[config.mk]
export PLATFORM = sky130hd
export DESIGN_NAME = elf_ioctl_loader_flat
export DESIGN_NICKNAME = d
export VERILOG_FILES = /design/src/rtl/elf_ioctl_loader_if.sv /design/src/rtl/elf_ioctl_loader.sv /design/src/flat_wrapper.sv
export SDC_FILE = /design/constraint.sdc
export NUM_CORES = 1
export LEC_CHECK = 0
export ABC_AREA = 1
export BUFFER_PORTS_ARGS = -buffer_cell sky130_fd_sc_hd__buf_2
export CELL_PAD_IN_SITES_DETAIL_PLACEMENT = 1
export CELL_PAD_IN_SITES_GLOBAL_PLACEMENT = 1
export CORE_ASPECT_RATIO = 1.5
export CORE_MARGIN = 2
export CORE_UTILIZATION = 40
export DETAILED_ROUTE_END_ITERATION = 16
export MAX_ROUTING_LAYER = met4
export PLACE_DENSITY = 0.88
export SLEW_MARGIN = 20
export SYNTH_ARGS = -nofsm -noshare
export SYNTH_HDL_FRONTEND = slang
export SYNTH_SLANG_ARGS = --single-unit
[constraint.sdc]
create_clock -name clk -period 2.8 [get_ports clk]
set_clock_uncertainty 0.15 [all_clocks]
set_input_delay 0.14 -clock clk [delete_from_list [all_inputs] [get_ports clk]]
set_output_delay 0.14 -clock clk [all_outputs]
set_load 0.02 [all_outputs]
[src/rtl/elf_ioctl_loader_if.sv]
// Handshake bundle between hps_io ioctl download, the loader and the ELF RAM arbiter.
interface elf_ioctl_loader_if #(
    parameter int ADDR_W = 16
);
    logic              ioctl_download;
    logic [7:0]        ioctl_index;
    logic              ioctl_wr;
    logic [24:0]       ioctl_addr;
    logic [7:0]        ioctl_dout;
    logic              ioctl_wait;
    logic              mem_req;
    logic              mem_gnt;
    logic [ADDR_W-1:0] mem_addr;
    logic [7:0]        mem_data;
    logic              mem_we;

    modport master (
        output ioctl_download,
        output ioctl_index,
        output ioctl_wr,
        output ioctl_addr,
        output ioctl_dout,
        output mem_gnt,
        input  ioctl_wait,
        input  mem_req,
        input  mem_addr,
        input  mem_data,
        input  mem_we
    );

    modport slave (
        input  ioctl_download,
        input  ioctl_index,
        input  ioctl_wr,
        input  ioctl_addr,
        input  ioctl_dout,
        input  mem_gnt,
        output ioctl_wait,
        output mem_req,
        output mem_addr,
        output mem_data,
        output mem_we
    );
endinterface

[src/rtl/elf_ioctl_loader.sv]
// Cosmac ELF BIN loader: buffers ioctl bytes in a small FIFO and writes them
// into RAM via request/grant while holding the CPU in reset.
module elf_ioctl_loader #(
    parameter int         ADDR_W     = 16,
    parameter int         FIFO_DEPTH = 4,
    parameter logic [7:0] LOAD_INDEX = 8'd1
) (
    input  logic              clk,
    input  logic              reset,
    elf_ioctl_loader_if.slave bus,
    output logic              cpu_hold,
    output logic              load_done,
    output logic [ADDR_W:0]   load_len,
    output logic              load_err
);
    localparam int PTR_W = $clog2(FIFO_DEPTH);
    localparam int CNT_W = PTR_W + 1;

    typedef enum logic [1:0] {
        IDLE,
        LOAD,
        DRAIN,
        DONE
    } state_t;

    state_t            state;
    logic [ADDR_W-1:0] fifo_addr [FIFO_DEPTH];
    logic [7:0]        fifo_data [FIFO_DEPTH];
    logic [PTR_W-1:0]  wr_ptr;
    logic [PTR_W-1:0]  rd_ptr;
    logic [CNT_W-1:0]  count;
    logic              wait_q;

    logic              non_empty;
    logic              full;
    logic              in_range;
    logic              start;
    logic              pop;
    logic              push;
    logic              drop;
    logic [ADDR_W:0]   byte_end;

    assign non_empty = count != '0;
    assign full      = count == CNT_W'(FIFO_DEPTH);
    assign in_range  = (bus.ioctl_addr >> ADDR_W) == 25'd0;
    assign start     = bus.ioctl_download
                     && (bus.ioctl_index == LOAD_INDEX);
    assign pop       = non_empty && bus.mem_gnt;

    // A full FIFO still takes a byte when the head leaves in the same cycle.
    assign push = (state == LOAD) && bus.ioctl_wr
               && in_range && (!full || pop);
    assign drop = (state == LOAD) && bus.ioctl_wr && !push;

    assign byte_end = {1'b0, bus.ioctl_addr[ADDR_W-1:0]}
                    + (ADDR_W+1)'(1);

    assign bus.mem_req    = non_empty;
    assign bus.mem_we     = non_empty;
    assign bus.mem_addr   = fifo_addr[rd_ptr];
    assign bus.mem_data   = fifo_data[rd_ptr];
    assign bus.ioctl_wait = wait_q;

    always_ff @(posedge clk) begin
        if (push) begin
            fifo_addr[wr_ptr] <= bus.ioctl_addr[ADDR_W-1:0];
            fifo_data[wr_ptr] <= bus.ioctl_dout;
        end
    end

    always_ff @(posedge clk or posedge reset) begin
        if (reset) begin
            wr_ptr <= '0;
            rd_ptr <= '0;
            count  <= '0;
        end else begin
            if (push) begin
                wr_ptr <= wr_ptr + PTR_W'(1);
            end
            if (pop) begin
                rd_ptr <= rd_ptr + PTR_W'(1);
            end
            if (push && !pop) begin
                count <= count + CNT_W'(1);
            end else if (pop && !push) begin
                count <= count - CNT_W'(1);
            end
        end
    end

    always_ff @(posedge clk or posedge reset) begin
        if (reset) begin
            state     <= IDLE;
            cpu_hold  <= 1'b0;
            load_done <= 1'b0;
            load_len  <= '0;
            load_err  <= 1'b0;
            wait_q    <= 1'b0;
        end else begin
            load_done <= 1'b0;
            wait_q    <= 1'b0;
            if (push && (byte_end > load_len)) begin
                load_len <= byte_end;
            end
            if (drop) begin
                load_err <= 1'b1;
            end
            unique case (state)
                IDLE: begin
                    if (start) begin
                        state    <= LOAD;
                        cpu_hold <= 1'b1;
                        load_len <= '0;
                        load_err <= 1'b0;
                    end
                end
                LOAD: begin
                    if (!bus.ioctl_download) begin
                        state <= DRAIN;
                    end else begin
                        // Leave one slot for a strobe already in flight.
                        wait_q <= count >= CNT_W'(FIFO_DEPTH - 1);
                    end
                end
                DRAIN: begin
                    if (!non_empty) begin
                        state     <= DONE;
                        load_done <= 1'b1;
                        cpu_hold  <= 1'b0;
                    end
                end
                DONE: begin
                    state <= IDLE;
                end
                default: begin
                    state <= IDLE;
                end
            endcase
        end
    end
endmodule
[src/flat_wrapper.sv]
// flat-port wrapper written by rule: the top's interface ports become plain ports
module elf_ioctl_loader_flat 
#(
    parameter int         ADDR_W     = 16,
    parameter int         FIFO_DEPTH = 4,
    parameter logic [7:0] LOAD_INDEX = 8'd1
)
  (clk, reset, cpu_hold, load_done, load_len, load_err, bus_ioctl_download, bus_ioctl_index, bus_ioctl_wr, bus_ioctl_addr, bus_ioctl_dout, bus_mem_gnt, bus_ioctl_wait, bus_mem_req, bus_mem_addr, bus_mem_data, bus_mem_we);
  elf_ioctl_loader_if #(.ADDR_W(ADDR_W)) bus_i ();
  input  logic clk;
  input  logic reset;
  output logic cpu_hold;
  output logic load_done;
  output logic [ADDR_W:0] load_len;
  output logic load_err;
  input wire logic [$bits(bus_i.ioctl_download)-1:0] bus_ioctl_download;
  input wire logic [$bits(bus_i.ioctl_index)-1:0] bus_ioctl_index;
  input wire logic [$bits(bus_i.ioctl_wr)-1:0] bus_ioctl_wr;
  input wire logic [$bits(bus_i.ioctl_addr)-1:0] bus_ioctl_addr;
  input wire logic [$bits(bus_i.ioctl_dout)-1:0] bus_ioctl_dout;
  input wire logic [$bits(bus_i.mem_gnt)-1:0] bus_mem_gnt;
  output wire logic [$bits(bus_i.ioctl_wait)-1:0] bus_ioctl_wait;
  output wire logic [$bits(bus_i.mem_req)-1:0] bus_mem_req;
  output wire logic [$bits(bus_i.mem_addr)-1:0] bus_mem_addr;
  output wire logic [$bits(bus_i.mem_data)-1:0] bus_mem_data;
  output wire logic [$bits(bus_i.mem_we)-1:0] bus_mem_we;
  assign bus_i.ioctl_download = bus_ioctl_download;
  assign bus_i.ioctl_index = bus_ioctl_index;
  assign bus_i.ioctl_wr = bus_ioctl_wr;
  assign bus_i.ioctl_addr = bus_ioctl_addr;
  assign bus_i.ioctl_dout = bus_ioctl_dout;
  assign bus_i.mem_gnt = bus_mem_gnt;
  assign bus_ioctl_wait = bus_i.ioctl_wait;
  assign bus_mem_req = bus_i.mem_req;
  assign bus_mem_addr = bus_i.mem_addr;
  assign bus_mem_data = bus_i.mem_data;
  assign bus_mem_we = bus_i.mem_we;
  elf_ioctl_loader #(.ADDR_W(ADDR_W), .FIFO_DEPTH(FIFO_DEPTH), .LOAD_INDEX(LOAD_INDEX)) u_core (.clk(clk), .reset(reset), .bus(bus_i), .cpu_hold(cpu_hold), .load_done(load_done), .load_len(load_len), .load_err(load_err));
endmodule
# --- Yosys cells after proc, flatten, opt, wreduce, memory -nomap -nowiden ---
# Memory sizes are Yosys's and may differ from the RTL's.
# Cells that the tools add are included.
word_totals:
  register_bits: 30
  mem_bits_rw: 96
  inputBits: 46
  word_cells: 67
  mem_count: 2
op_classes:
  addsub: 5
  order_cmp: 2
  eq_ne: 8
  muxes: 21
  reduce_logical: 20
mem_list:
  columns: ["name", "depth", "width", "read_ports", "rd_ports_with_merged_regs", "wr", "line_no", "text"]
  rows:
  - ["u_core.fifo_addr", 4, 16, 1, 0, 1, "elf_ioctl_loader.sv:27", "logic [ADDR_W-1:0] fifo_addr [FIFO_DEPTH];"]
  - ["u_core.fifo_data", 4, 8, 1, 0, 1, "elf_ioctl_loader.sv:28", "logic [7:0] fifo_data [FIFO_DEPTH];"]
ops:
  columns: ["op", "n"]
  rows:
  - ["two-way mux 17 bit", 3]
  - ["logical NOT 25 bit", 1]
  - ["adder 16 x 1 -> 17 bit, second input constant", 1]
  - ["> comparator 17 bit", 1]
  - ["two-way mux 1 bit", 11]
  - ["logical AND 1 bit", 9]
  - ["equality test 8 x 1 -> 1 bit, second input constant", 1]
  - ["one-hot mux 2 bit (4 select lines)", 1]
  - ["two-way mux 2 bit", 3]
  - ["two-way mux 3 bit", 2]
  - ["AND reduction 3 bit", 2]
  - ["adder 2 x 1 -> 2 bit, second input constant", 2]
  - ["equality test 2 bit, second input constant", 2]
  - ["inequality test 2 bit, second input constant", 2]
  - ["nonzero test 2 bit", 2]
  - ["adder 3 x 1 -> 3 bit, second input constant", 1]
  - ["equality test 3 bit, second input constant", 1]
  - [">= comparator 3 x 2 -> 1 bit, second input constant", 1]
  - ["logical NOT 1 bit", 3]
  - ["nonzero test 3 bit", 1]
  - ["subtractor 3 x 1 -> 3 bit, second input constant", 1]
  - ["equality test 2 x 1 -> 1 bit, second input constant", 1]
  - ["logical NOT 2 bit", 1]
  - ["inequality test 2 x 1 -> 1 bit, second input constant", 1]
  - ["2 further kinds", 2]

# --- Longest topological paths before layout ---
# Gate-level depths: netlist of run 1.
depth:
  ltp_word: 9
  mapped_depth: 21

# --- Worst setup path before layout of run 1 ---
# Ideal clock, no wire load.
synth_path:
  kind: "register to register"
  from: "register u_core.state[1]"
  to: "memory u_core.fifo_addr[0][0] (enable)"
  setup_ps: 405
  arrival_time_ps: 2045
  required_time_ps: 2245
  path_slack_ps: 200
  path_stages_with_launch: 9
  path_buffers: 0
  period_less_slack_ps: 2600
  path_cell_list: "dfrtp_1 -> inv_1 -> ha_1 -> nand2_1 -> inv_1 -> nand2_1 -> nor2_4 -> nand2_4 -> nor2_1"
synth_via:
  elab_chain_cells: 6
synth_lines:
  columns: ["item", "line_no", "text"]
  rows:
  - ["start: declaration", "elf_ioctl_loader.sv:26", "state_t state;"]
  - ["start signal: assignment", "elf_ioctl_loader.sv:93", "state <= IDLE;"]
  - ["start signal: assignment", "elf_ioctl_loader.sv:111", "state <= LOAD;"]
  - ["start signal: assignment", "elf_ioctl_loader.sv:119", "state <= DRAIN;"]
  - ["equality test 2 x 1 -> 1 bit", "elf_ioctl_loader.sv:51", "assign push = (state == LOAD) && bus.ioctl_wr"]
  - ["logical AND 1 bit", "elf_ioctl_loader.sv:51", null]
  - ["logical AND 1 bit (2 in a row)", "elf_ioctl_loader.sv:52", "&& in_range && (!full || pop);"]
  - ["two-way mux 1 bit", "elf_ioctl_loader.sv:65", "if (push) begin"]
  - ["two-way mux 1 bit (not written as such)", "elf_ioctl_loader.sv:66", "fifo_addr[wr_ptr] <= bus.ioctl_addr[ADDR_W-1:0];"]
  - ["end: declaration", "elf_ioctl_loader.sv:27", null]
# Every way passes these cells.

# --- Worst setup path in the final report of run 1 ---
layout_path:
  from: "input bus_ioctl_addr[11]"
  to: "register u_core.load_len[0]"
layout_via:
  elab_chain_cells: 6
layout_lines:
  columns: ["item", "line_no", "text"]
  rows:
  - ["start: declaration", "flat_wrapper.sv:19", "input wire logic [$bits(bus_i.ioctl_addr)-1:0] bus_ioctl_addr;"]
  - ["adder 16 x 1 -> 17 bit *", "elf_ioctl_loader.sv:56", "+ (ADDR_W+1)'(1);"]
  - ["> comparator 17 bit *", "elf_ioctl_loader.sv:102", "if (push && (byte_end > load_len)) begin"]
  - ["logical AND 1 bit *", "elf_ioctl_loader.sv:102", null]
  - ["two-way mux 17 bit *", "elf_ioctl_loader.sv:102", null]
  - ["two-way mux 17 bit", "elf_ioctl_loader.sv:110", "if (start) begin"]
  - ["two-way mux 17 bit *", "elf_ioctl_loader.sv:108", "unique case (state)"]
  - ["end signal: assignment", "elf_ioctl_loader.sv:103", "load_len <= byte_end;"]
  - ["end: declaration", "elf_ioctl_loader.sv:13", "output logic [ADDR_W:0] load_len,"]
# Every way passes the cells marked *; elsewhere a longest branch is shown, timed or not.
# A chain may end at the register's enable or synchronous reset.

==> results of run 1 <==
[cells by family after synthesis]
logic type / count (synthesis)
AOI/OAI and AO/OA: 99
xor gates and xnor gates: 12
adders and majority gates: 28
buffers and inverters: 90
DFF: 126
and+or+nand+nor: 239
[report_power, final]
group | switching, mW | leakage [nW] | internal (mW)
Sequential | 0.0641 | 1.17 | 2.09
Combinational | 1.43 | 1.94 | 0.615
Clock | 0.846 | 0.287 | 1.39
Total | 2.34 | 3.39 | 4.10
[worst max-delay path, cell delays in order]
cell and delay [ps]:
buf_2 110, dlygate4sd3_1 540, buf_4 160, inv_1 80, nor2_1 50, o21ai_1 140, inv_1 90, ha_1 310
nand2_1 140, inv_1 90, nand2_1 70, nand2_1 70, nand2_1 70, nand2_1 60, nor2_1 140, nand2_1 100
buf_4 130, buf_4 140, a21oi_1 120, nor2_1 60
[synth_stat cells]
cell type  number  area (sq um)
nor2_2          3          18.8
nand3_1        12          60.1
buf_4           2          15.0
nand2_2         2          12.5
buf_2           2          10.0
ha_1           27           338
o21ai_0        55           275
nand2_4         1          11.3
buf_6           2          22.5
inv_1          69           259
nor2_4          2          22.5
a21o_1          2          15.0
a21oi_4         1          16.3
nand4_1         8          50.1
nor3_1          5          25.0
nor4_1          2          12.5
dfrtp_1        30           751
nor3_2          2          20.0
clkbuf_1       13          48.8
or2_2           1          6.26
xnor2_1         2          17.5
nor2_1        115           432
inv_2           2          7.51
nand3b_1        1          7.51
fa_1            1          20.0
o31ai_1         1          7.51
edfxtp_1       96          2880
nand2_1        85           319
xor2_1         10          87.6
o21bai_1        2          15.0
o22ai_1        24           150
a21oi_1        14          70.1
[repair_timing]
item / in CTS / in global routing
setup endpoints to repair: 0 / 18
setup buffers: 0 / 2
resized for setup: 0 / 18
endpoints found under the hold margin: 129 / 8
hold buffers: 28 / 2
[worst max-delay path by stage]
stage | from | end | slack (ps)
2_1_floorplan | u_core.state[1]$_DFFE_PP0P_ | u_core.fifo_addr[0][0]$_DFFE_PP_ | 200
3_3_place_gp | bus_ioctl_addr[1] | u_core.load_len[5]$_DFF_PP0_ | 30
3_5_place_dp | bus_ioctl_addr[1] | u_core.load_len[5]$_DFF_PP0_ | -180
4_1_cts | bus_ioctl_addr[4] | u_core.load_len[6]$_DFF_PP0_ | 3
5_1_grt | u_core.state[1]$_DFFE_PP0P_ | u_core.count[2]$_DFFE_PP0P_ | -30
6_report | bus_ioctl_addr[11] | u_core.load_len[0]$_DFF_PP0_ | 120
[sequential cells by signal (all words and copies together) (netlist names)]
register               cells
u_core.bus.ioctl_wait      1
u_core.state               2
u_core.load_err            1
u_core.cpu_hold            1
u_core.rd_ptr              2
u_core.wr_ptr              2
u_core.count               3
u_core.fifo_addr          64
u_core.fifo_data          32
u_core.load_len           17
u_core.load_done           1
[layout make-up]
cell class                 instances  area (sq um)
sequential                       126          3630
tap                              196           245
timing repair buffer             141           925
fill                            1657          6870
inverter                          71           267
antenna                            1          2.50
multi-input combinational        378          2060
clock buffer                      17           425
clock inverter                    14           168
[metrics by stage]
stage,instances,power (mW),hold WS (ps)
after CTS,941,6.40,9.53
after global placement,882,3.97,93.4
final,944,6.44,22.4
after global routing,944,6.71,68.1
after detailed placement,882,4.10,117
after floorplan,594,3.43,80.8
[routing by layer]
layer  vias to the layer above  GRT usage [%]  part of all wire, %
li1                       2290              -                    -
met5                         -              -                    0
met4                         0           10.0                  3.6
met2                       193           48.1                   56
met1                      2490           24.5                   36
met3                        66           4.96                  4.4
==> impl_metrics.yaml, run 1 <==
final_layout:
  drive_above_1_share_pct: 22.9
  post_route_design_area_sq_um: 7730
  most_used_cells_in_the_layout_excluding_fill_and_tap_cells: "109 x nor2_1, 96 x edfxtp_1, 91 x buf_2"
  final_nets: 809
  finish.utilization_pct: 53.0
  area_delta_synth_final_pct: 28.7
  final_common_cell: "nor2_1"
sta:
  report.final.hold_viol_count: 0
  slew_headroom_pct: 54.9
  report.final.slew_viol_count: 0
  setup_ws_ps: 116
  finalCriticalPeriod_ps: 2680
  worstMarginPinSlew_ps: 675
  setup-violations-final: 0
  clock.fmax_ghz: 0.373
  finalSetupTns_ps: 0
  period_utilization_post_route_pct: 95.9
clock_tree:
  cts.htree.levels: 4
  cts_made_buffers: 17
  clock-root-buffer: "clkbuf_16"
  tritoncts_clock_tree: "yes"
  clock_sink_count: 126
  cts-root-to-sink-buffers: 2
  clock_transition_at_the_registers_of_the_reported_paths_ps: 60
  worstSkewPairLatency_ps: 420
yosys:
  synth_area_per_cell_sq_um: 10.1
  synth_adder_area_share_pct: 5.96
  largest_family_of_logic_cells_by_synthesized_area: "simple AND/OR/NAND/NOR gates"
  postSynthRegisterBits: 126
  yosys.area_share.simple_pct: 16.6
  synth.mux.area_fraction_pct: 0
  postSynthNetCount: 668
  xor_and_xnor_fraction_of_the_mapped_netlist_area_pct: 1.75
  mappedNetlistArea_sq_um: 6010
  synth_seq_area_share_pct: 60.5
  synth_warnings: 0
  netlist_cell_types: 32
  synth_compound_area_share_pct: 9.15
  postSynthCellCount: 594
power_and_ir_drop:
  power-per-cell-area_nw_per_um2: 833
  ir_worst_vdd_v: 0.000403
  p_leak_nw: 3.39
global_routing:
  grt_antenna_before_repair: 1
  gr-total-overflow: 0
  grt_pass1_wl_mm: 29.6
  grt_pass1_vias: 5549
  largest_net_degree_at_the_start_of_global_routing: 50
  grt.total_usage_pct: 25.1
setup_path:
  setup.worst_path.class: "input port to flop"
  critPathArrivalTime_ps: 2840
  cp_max_fo: 6
  worst-r2r-cell-count: 14
  critical_path.startpoint_type: "input port"
  reg2reg_to: "u_core.count[2]$_DFFE_PP0P_"
  critical_path_required_ps: 2960
  crit-reg2reg-launch: "u_core.state[1]$_DFFE_PP0P_"
  cp-end-kind: "flop"
  worst-r2r-setup-slack_ps: 160
drt:
  remaining_drc_errors: 0
  dr.pass1.iters: 4
  routed_via_density: 5.34
  routed_wirelength_mm: 19.4
  detailroute.via_count: 5039
  dr.first_iter.drc_count: 359
  wl_per_cell_microns: 20.6
  antenna_left: 0
floorplan:
  fp-row-count: 54
  io-pin-count: 93
  fp.dieArea_sq_um: 16000
  core_region_area_sq_um: 14600
  dieHeight_microns: 154
  initial_core_utilization_pct: 41.2
  die_span_x_microns: 104
place:
  place.gp.congestion: 0.878
  port_buffers: 92
  placement.setup.worst_slack_ps: -183
  detailed_place_hpwl_mm: 11.7
  postPlaceCellArea_sq_um: 6780
min_path:
  timing.hold.worst.class: "input port to flop"
  hold_path_startpoint: "bus_ioctl_index[3]"
  timing.hold.worst_endpoint: "u_core.load_len[12]$_DFF_PP0_"
  hold-path-cell-count: 5
job:
  maxCapViolCount: 0
run_status:
  status: "finished, final reports clean"
Power figures use the tool's default switching activity.
==> run 2, diff against run 1 <==
- BUFFER_PORTS_ARGS: -buffer_cell sky130_fd_sc_hd__buf_2 -> unset
- CORE_UTILIZATION: 40 -> 44
- DONT_BUFFER_PORTS: unset -> 1
- PLACE_DENSITY: 0.88 -> 0.87
==> run 2 against run 1 <==
  * The run now ends with hold timing left
  * Non-clock buffer count down 85
  * Clock power down 8%
  * Worst setup slack lost 45 ps
  * Cell area is 6.0% lower
  * Critical path type unchanged
  * Largest cell class unchanged
  * Largest power group is now registers
==> impl_metrics.yaml, run 2 (synthesis results as in run 1) <==
drt:
  dr.first_iter.drc_count: 194
  routed_wirelength_mm: 17.5
  antenna_left: 0
  dr.pass1.iters: 4
  remaining_drc_errors: 0
  detailroute.via_count: 4558
  routed_via_density: 5.52
  wl_per_cell_microns: 21.2
setup_path:
  critical_path_cell_count: 19
  cpMaxStageDelayCell: "dlygate4sd3_1"
  path_delay_family: "simple AND/OR/NAND/NOR gates"
  worst-r2r-setup-slack_ps: 130
  critical_path_required_ps: 2950
  cp-endpoint: "u_core.load_len[0]$_DFF_PP0_"
  path_cells: "inv_1 -> nor3_1 -> nand2_1 -> nor2_1 -> nand2_1 -> nand2_1 -> inv_1 -> ha_1 -> nand2_1 -> nor2_2 -> nand2_1 -> nor3_2 -> nor2_1 -> nand2_1 -> buf_4 -> nand3_1 -> dlygate4sd3_1 -> nand2_1 -> nor2_1"
  max_stage_delay_ps: 570
  crit-reg2reg-launch: "u_core.load_len[16]$_DFF_PP0_"
  cp_max_fo: 4
  crit_path_frequent_cell: "nand2_1"
  reg2reg_to: "u_core.load_len[0]$_DFF_PP0_"
  setup.worst_path.class: "input port to flop"
  worst-r2r-cell-count: 13
  critical_path.startpoint_type: "input port"
  critical_path_launch_point: "bus_ioctl_addr[4]"
  critPathArrivalTime_ps: 2880
  critical_path.n_buffers_inverters: 4
  cp-end-kind: "flop"
sta:
  report.final.slew_viol_count: 0
  setup-violations-final: 0
  setup_ws_ps: 70.7
  hold_ws_ps: -7.87
  clock.fmax_ghz: 0.366
  worstMarginPinSlew_ps: 673
  slew_headroom_pct: 55.8
  grt_setup_unrepaired: "yes"
  report.final.hold_viol_count: 4
  period_utilization_post_route_pct: 97.5
  finalCriticalPeriod_ps: 2730
run_status:
  failing_checks: "hold timing"
  status: "finished with violations"
min_path:
  timing.hold.worst.class: "input port to flop"
  hold-path-cell-count: 1
  hold_path_startpoint: "bus_ioctl_addr[3]"
place:
  placement.setup.worst_slack_ps: 115
  place.gp.congestion: 0.884
  detailed_place_hpwl_mm: 11.3
  port_buffers: 0
  postPlaceCellArea_sq_um: 6250
final_layout:
  largest-register: "u_core.fifo_addr"
  final_common_cell: "nor2_1"
  finish.utilization_pct: 54.2
  most_used_cells_in_the_layout_excluding_fill_and_tap_cells: "110 x nor2_1, 96 x edfxtp_1, 83 x nand2_1"
  area.sequential_sq_um: 3630
  post_route_design_area_sq_um: 7260
  max_ffs_per_register: 64
  final_nets: 724
  drive_above_1_share_pct: 11.5
  number_of_fill_cells: 1484
  multiInputGateArea_sq_um: 2050
  regs_by_ff_count: "u_core.fifo_addr: 64 flops, u_core.fifo_data: 32 flops, u_core.load_len: 17 flops"
  area_delta_synth_final_pct: 21.0
  antenna_cells_inserted: 0
clock_tree:
  clock_sink_count: 126
  worstSkewPairLatency_ps: 420
  clock-root-buffer: "clkbuf_16"
  clock_transition_at_the_registers_of_the_reported_paths_ps: 60
  tritoncts_clock_tree: "yes"
  cts_made_buffers: 17
  cts-root-to-sink-buffers: 2
  cts.htree.levels: 4
power_and_ir_drop:
  power.share.switching_pct: 36.8
  p_leak_nw: 3.13
  combPwrFrac_pct: 29.1
  post-layout-total-power_mw: 5.96
  share_of_power_burned_in_registers_pct: 36.5
  switchingPower_mw: 2.19
  power-per-cell-area_nw_per_um2: 821
  clock_power_share_pct: 34.3
  ir_worst_vdd_v: 0.000456
  power.internal_mw: 3.77
floorplan:
  io-pin-count: 93
  fp.dieArea_sq_um: 14600
  initial_core_utilization_pct: 44.8
  fp-row-count: 52
  dieHeight_microns: 147
  core_region_area_sq_um: 13400
  die_span_x_microns: 99.4
global_routing:
  gr-total-overflow: 0
  grt_antenna_before_repair: 0
  grt_pass1_wl_mm: 27.1
  largest_net_degree_at_the_start_of_global_routing: 50
  grt_pass1_vias: 5147
  grt.total_usage_pct: 25.3
job:
  maxCapViolCount: 0
==> run 2: cell types whose count changed in the layout (fill, tap and decap cells not counted), moves of 2 or more <==
cell / previous run / this run
bufinv_16: 3 / 1
dlymetal6s4s_1: 0 / 11
buf_6: 3 / 0
buf_2: 91 / 0
==> run 2: per-stage QoR <==
step                      setup TNS [ps]  cells
after global routing                -124    825
after floorplan                        0    594
after global placement                 0    752
final                                  0    825
after detailed placement               0    752
after CTS                              0    823
==> run 2: final cells by class <==
type / count / share of cell area (%)
clock buffers: 18 / 5.91
clock inverters: 14 / 1.65
inverters: 71 / 3.67
multi-input cells: 378 / 28.3
flip-flops and latches: 126 / 50.0
well taps: 162 / 2.79
repair buffers: 56 / 7.68
==> run 2: power groups by stage <==
stage | registers [mW] | clock network [mW] | logic [mW]
detailed placement | 2.22 | 0 | 1.65
global placement | 2.21 | 0 | 1.54
CTS | 2.18 | 2.06 | 1.75
finish | 2.18 | 2.05 | 1.74
global route | 2.19 | 2.13 | 1.89
floorplan | 2.21 | 0 | 1.22
==> run 2: worst min-delay path by stage <==
stage | endpoint | slack, ps
finish | u_core.fifo_addr[3][3]$_DFFE_PP_ | -8
global route | u_core.fifo_addr[2][6]$_DFFE_PP_ | 0.2
CTS | u_core.load_len[9]$_DFF_PP0_ | 2
detailed placement | u_core.load_len[5]$_DFF_PP0_ | -2
global placement | u_core.state[1]$_DFFE_PP0P_ | -7
floorplan | u_core.bus.ioctl_wait$_DFF_PP0_ | 80
==> run 2: repair_timing <==
action	4_1_cts	5_1_grt
gates resized for setup	0	25
hold buffers	39	0
buffers inserted	0	2
hold endpoints to repair	152	0
endpoints found under the setup margin	0	2
==> run 2: metal layers <==
metal  vias to the layer above  wire (microns)  global-route usage, %
met5                         -               0                      -
met4                         0             573                   11.0
met3                        35             863                   5.95
met2                       116            9780                   46.2
met1                      2302            6240                   25.1
li1                       2105               -                      -
